--- src/rtl/crop_stream_arbiter.sv ---
// Round-robin arbiter that shares one pixel consumer between NUM_CROPS crop streams, one full window per grant.
// Optional stall watchdog is enabled with `define CROP_ARB_WATCHDOG_EN.
module crop_stream_arbiter #(
  parameter int PIXEL_BIT_WIDTH = 16,
  parameter int NUM_CROPS       = 4,
  parameter int OUT_ROWS        = 48,
  parameter int OUT_COLS        = 48,
  parameter int TIMEOUT_CYCLES  = 1024
) (
  input  logic                                         clk,
  input  logic                                         reset,
  input  logic [NUM_CROPS*PIXEL_BIT_WIDTH-1:0]         in_pixel,
  input  logic [NUM_CROPS-1:0]                         in_valid,
  output logic [NUM_CROPS-1:0]                         in_ready,
  output logic [PIXEL_BIT_WIDTH-1:0]                   out_pixel,
  output logic                                         out_valid,
  input  logic                                         out_ready,
  output logic [((NUM_CROPS>1)?$clog2(NUM_CROPS):1)-1:0] out_crop_id,
  output logic                                         out_last,
  output logic                                         err_timeout
);

  localparam int ID_W  = (NUM_CROPS > 1) ? $clog2(NUM_CROPS) : 1;
  localparam int WIN   = OUT_ROWS * OUT_COLS;
  localparam int CNT_W = $clog2(WIN + 1);
  localparam logic [CNT_W-1:0] LAST_IDX = CNT_W'(WIN - 1);
  localparam logic [ID_W-1:0]  LAST_ID  = ID_W'(NUM_CROPS - 1);
  localparam logic [ID_W:0]    NC_EXT   = (ID_W+1)'(NUM_CROPS);

  generate
    if (NUM_CROPS < 2 || TIMEOUT_CYCLES < 1 || WIN < 1) begin : g_bad_params
      $error("crop_stream_arbiter: invalid parameter set");
    end
  endgenerate

  typedef enum logic {IDLE, BURST} state_t;

  state_t                 r_state, w_next;
  logic [ID_W-1:0]        r_ptr, r_grant, w_pick, w_off, w_grant_inc;
  logic [ID_W:0]          w_sum;
  logic [CNT_W-1:0]       r_cnt;
  logic [NUM_CROPS-1:0]   w_rot;
  logic                   w_any, w_hs, w_win_done, w_timeout;

  assign w_any       = |in_valid;
  assign w_hs        = out_valid && out_ready;
  assign w_win_done  = w_hs && (r_cnt == LAST_IDX);
  assign w_grant_inc = (r_grant == LAST_ID) ? '0 : r_grant + ID_W'(1);

  // Rotate requests so bit 0 is the pointer position; the lowest set bit is the winner's offset.
  assign w_rot = NUM_CROPS'({in_valid, in_valid} >> r_ptr);

  always_comb begin
    w_off = '0;
    for (int i = NUM_CROPS - 1; i >= 0; i--) begin
      if (w_rot[i]) w_off = ID_W'(i);
    end
  end

  assign w_sum  = {1'b0, r_ptr} + {1'b0, w_off};
  assign w_pick = (w_sum >= NC_EXT) ? ID_W'(w_sum - NC_EXT) : w_sum[ID_W-1:0];

  always_ff @(posedge clk) begin
    if (reset) r_state <= IDLE;
    else       r_state <= w_next;
  end

  always_comb begin
    w_next = r_state;
    case (r_state)
      IDLE:    if (w_any) w_next = BURST;
      BURST:   if (w_win_done || w_timeout) w_next = IDLE;
      default: w_next = IDLE;
    endcase
  end

  // Outputs are forced quiet while reset is held so a half-finished window consumes nothing that cycle.
  always_comb begin
    out_valid = 1'b0;
    in_ready  = '0;
    out_last  = 1'b0;
    if (!reset && r_state == BURST) begin
      out_valid         = in_valid[r_grant];
      in_ready[r_grant] = out_ready;
      out_last          = in_valid[r_grant] && (r_cnt == LAST_IDX);
    end
  end

  assign out_pixel   = in_pixel[r_grant*PIXEL_BIT_WIDTH +: PIXEL_BIT_WIDTH];
  assign out_crop_id = r_grant;

  always_ff @(posedge clk) begin
    if (reset) begin
      r_ptr   <= '0;
      r_grant <= '0;
      r_cnt   <= '0;
    end else if (r_state == IDLE) begin
      if (w_any) begin
        r_grant <= w_pick;
        r_cnt   <= '0;
      end
    end else begin
      if (w_hs) r_cnt <= r_cnt + CNT_W'(1);
      if (w_win_done || w_timeout) r_ptr <= w_grant_inc;
    end
  end

`ifdef CROP_ARB_WATCHDOG_EN
  localparam int STALL_W = $clog2(TIMEOUT_CYCLES + 1);

  logic [STALL_W-1:0] r_stall;
  logic               r_err;

  // Abandon a window whose granted stream has gone silent for TIMEOUT_CYCLES consecutive cycles.
  assign w_timeout = (r_state == BURST) && !in_valid[r_grant] &&
                     (r_stall == STALL_W'(TIMEOUT_CYCLES - 1));

  always_ff @(posedge clk) begin
    if (reset) begin
      r_stall <= '0;
      r_err   <= 1'b0;
    end else begin
      if (r_state != BURST || in_valid[r_grant] || w_timeout) r_stall <= '0;
      else                                                   r_stall <= r_stall + STALL_W'(1);
      if (w_timeout) r_err <= 1'b1;
    end
  end

  assign err_timeout = r_err;
`else
  assign w_timeout   = 1'b0;
  assign err_timeout = 1'b0;
`endif

endmodule

--- config.mk ---
export PLATFORM = sky130hd
export DESIGN_NAME = crop_stream_arbiter
export DESIGN_NICKNAME = d
export VERILOG_FILES = /design/src/rtl/crop_stream_arbiter.sv
export SDC_FILE = /design/constraint.sdc
export NUM_CORES = 1
export LEC_CHECK = 0
export ABC_AREA = 1
export ABC_CLOCK_PERIOD_IN_PS = 1450
export CORE_MARGIN = 1
export CORE_UTILIZATION = 25
export DETAILED_ROUTE_END_ITERATION = 6
export GPL_TIMING_DRIVEN = 0
export PLACE_DENSITY = 0.61
export SYNTH_ARGS = -nofsm -noshare
export SYNTH_HDL_FRONTEND = slang
export SYNTH_SLANG_ARGS = --single-unit
--- constraint.sdc ---
create_clock -name clk -period 1.45 [get_ports clk]
set_input_delay 0.3625 -clock clk [delete_from_list [all_inputs] [get_ports clk]]
set_output_delay 0.3625 -clock clk [all_outputs]
set_load 0.05 [all_outputs]
==> run_results.csv <==
group,metric,value,unit
run_status,status,"finished, violations left",
run_status,violations,"negative setup slack",
routing,drt_iter0_markers,128,
timing,slew_viol_final,0,
floorplan,die-height,86.5,um
timing,fmax,537,MHz
yosys,synth_area,1790,um2
yosys,ys_dominant_reg_cell,"dfxtp_1",
power,power.leakage,0.00165,uW
placement,hpwl,5530,um
power,ir_worst_vdd,0.000257,V
routing,wl_per_cell,16.2,um
global_routing,track_usage,0.229,
yosys,synth_edf_count,0,
yosys,synth-seq-cells,17,
yosys,async_flop_share,0,
global_routing,grt-ovfl-total,0,
routing,ant_nets,0,
yosys,synth_warnings,0,
power,power_density,566,nW/um2
clocking,h-tree-depth,1,
placement,dpl-instance-area,3160,um2
floorplan,dieWidth,86.5,um
placement,place.port_buffers,93,
flow_run,maxCapViolations,0,
clocking,clk_path_buf_depth,2,
clocking,clock_sinks,17,
timing,hold_viol,0,
floorplan,core,6830,um2
timing,skew,0.00169,ns
critical_path,path_class,"reg2out",
yosys,synth_nets,369,
routing,routed_wl,8600,um
critical_path,worst_ep_arrival_time,1.50,ns
critical_path,cp-end-kind,"output port",
global_routing,grt_pass1_vias,2631,
routing,dr.pass1.iters,5,
final_layout,regArea,368,um2
routing,via_per_inst,4.90,
clocking,numCtsBuffers,3,
yosys,ys_top_cells_by_count,"nand2_1 (66), nor2_1 (55), o21ai_0 (34)",
global_routing,grt_pass1_wl,13400,um
placement,place.gp.congestion,0.833,
global_routing,antenna_found_initial,0,
clocking,cts-root-buf,"clkbuf_8",
timing,rsz0062_at_grt,"yes",
routing,dr_total_vias,2598,
yosys,ys_seq_area_frac,0.190,
critical_path,start_kind,"flip-flop",
yosys,synth.area.top_cells,"dfxtp_1 (19%), nand2_1 (14%), nor2_1 (12%), o21ai_0 (9.5%), o22ai_1 (5.6%)",
critical_path,critPathRequiredTime,1.09,ns
floorplan,die-area,7490,um2
final_layout,drive_gt1_frac,0.535,
final_layout,nNetsFinal,512,
final_layout,design_area,4270,um2
yosys,syn_avg_cell_area,6.12,um2
yosys,netlist.area_leader.share,0.190,
timing,timing.final.crit_share,1.29,
clocking,cts_tree,"yes",
yosys,yosysMostFrequentCell,"nand2_1",
final_layout,multi_input_area,1990,um2
critical_path,cp_max_fo,2,
power,total_power,2420,uW
final_layout,nFillCells,568,
floorplan,start_util,0.262,
floorplan,fp-row-count,30,
floorplan,io_pins,96,
timing,finalWorstSetupSlack,-0.414,ns
global_routing,grt_max_degree,12,
min_path,hold_class,"in2reg",
timing,min_period,1.86,ns
clocking,cts_hold_buf,0,
routing,drc,0,
clocking,path_clk_slew,0.08,ns
final_layout,antenna_cells,0,
yosys,synth_top_area_cell,"dfxtp_1",
yosys,synth_cells,292,
yosys,ys_types,35,
clocking,clock_latency,0.27,ns
timing,setup_violations,38,
final_layout,synthToLayoutAreaGrowth,139,%
-- path summary, 6_finish.rpt --
check / startpoint / slack [ns] / endpoint / cells past startpoint
min: reset / 0.32 / r_cnt[3] / 2
max: r_cnt[0] / -0.41 / out_last / 6
min reg2reg: r_cnt[3] / 0.50 / r_cnt[3] / 2
max reg2reg: out_crop_id[0] / -0.31 / r_cnt[2] / 12
-- worst max-delay path: stages (launching register included) --
cell and delay, ns:
dfxtp_4 0.37, ha_4 0.13, nand2_1 0.07, inv_2 0.09, nand2_4 0.06, nor4_4 0.30
buf_6 0.21
-- power breakdown --
group          switching (uW)  leakage (uW)  internal [uW]  total (uW)
Clock                     204     0.0000217            195         398
Sequential               10.1      0.000145            469         479
Combinational             812       0.00148            727        1540
Total                    1030       0.00165           1390        2420
-- repair_timing --
item / CTS / global route
hold endpoints to repair: 0 / 0
resized for setup: 326 / 45
pin swaps: 28 / 18
setup endpoints to repair: 40 / 39
cloned: 6 / 0
setup buffers: 27 / 13
-- per-stage QoR --
step / util / hold WS [ns] / setup slack [ns] / std cells / setup TNS (ns)
3_3_place_gp: 0.463 / 0.482 / -1.25 / 481 / -30.47
6_report: 0.625 / 0.323 / -0.414 / 530 / -11.19
2_1_floorplan: - / 0.459 / -0.410 / 292 / -5.99
3_5_place_dp: 0.463 / 0.488 / -1.26 / 481 / -30.37
5_1_grt: 0.625 / 0.332 / -0.431 / 530 / -13.39
4_1_cts: 0.587 / 0.325 / -0.365 / 518 / -10.70
-- cell families after synthesis --
group,after synthesis,synth area share
compound gates,66,0.214
other cells,1,0.00210
xor+xnor,4,0.0196
flops,17,0.190
fa+ha+maj,6,0.0420
buf+inv,36,0.104
simple gates,162,0.428
-- metal layers --
layer,share of wire,up-vias,track usage
met1,0.41,1232,0.273
met2,0.54,72,0.432
met4,0.020,0,0.0591
li1,-,1276,-
met5,0,-,0
met3,0.035,18,0.0248
-- sequential cells by signal, indices dropped and copies added (netlist names) --
name / flops
r_state: 1
r_cnt: 12
out_crop_id: 2
r_ptr: 2
-- cells in the final DEF, fill, tap and decap left out, types with 4 or more instances in the layout --
master	netlist	final
nor2_1	55	33
dfxtp_2	0	7
nand4_2	5	5
inv_8	1	4
dfxtp_4	0	5
ha_4	0	6
buf_6	3	21
clkbuf_16	0	4
o21ai_2	0	19
a21oi_2	7	9
o21ai_1	2	12
clkbuf_8	0	9
o21ai_4	0	4
buf_8	1	9
nor2_4	2	17
dfxtp_1	17	5
nand4_1	5	5
nand3_2	3	7
buf_4	1	34
inv_1	18	15
nand2_2	0	21
dlygate4sd2_1	0	4
nand2_1	66	42
clkdlybuf4s50_1	0	64
nor2_2	2	9
nand3_1	18	11
o22ai_4	0	16
-- final cells by class --
cell class              count  area share
clock buffers               3     0.00967
multi-input cells         239       0.465
clock inverters             1     0.00176
well taps                  96      0.0281
repair buffers            136       0.326
plain buffers              14      0.0524
repair inverters            2     0.00352
flip-flops and latches     17      0.0861
inverters                  22      0.0275
No activity file was read; power rests on OpenSTA's default activity.
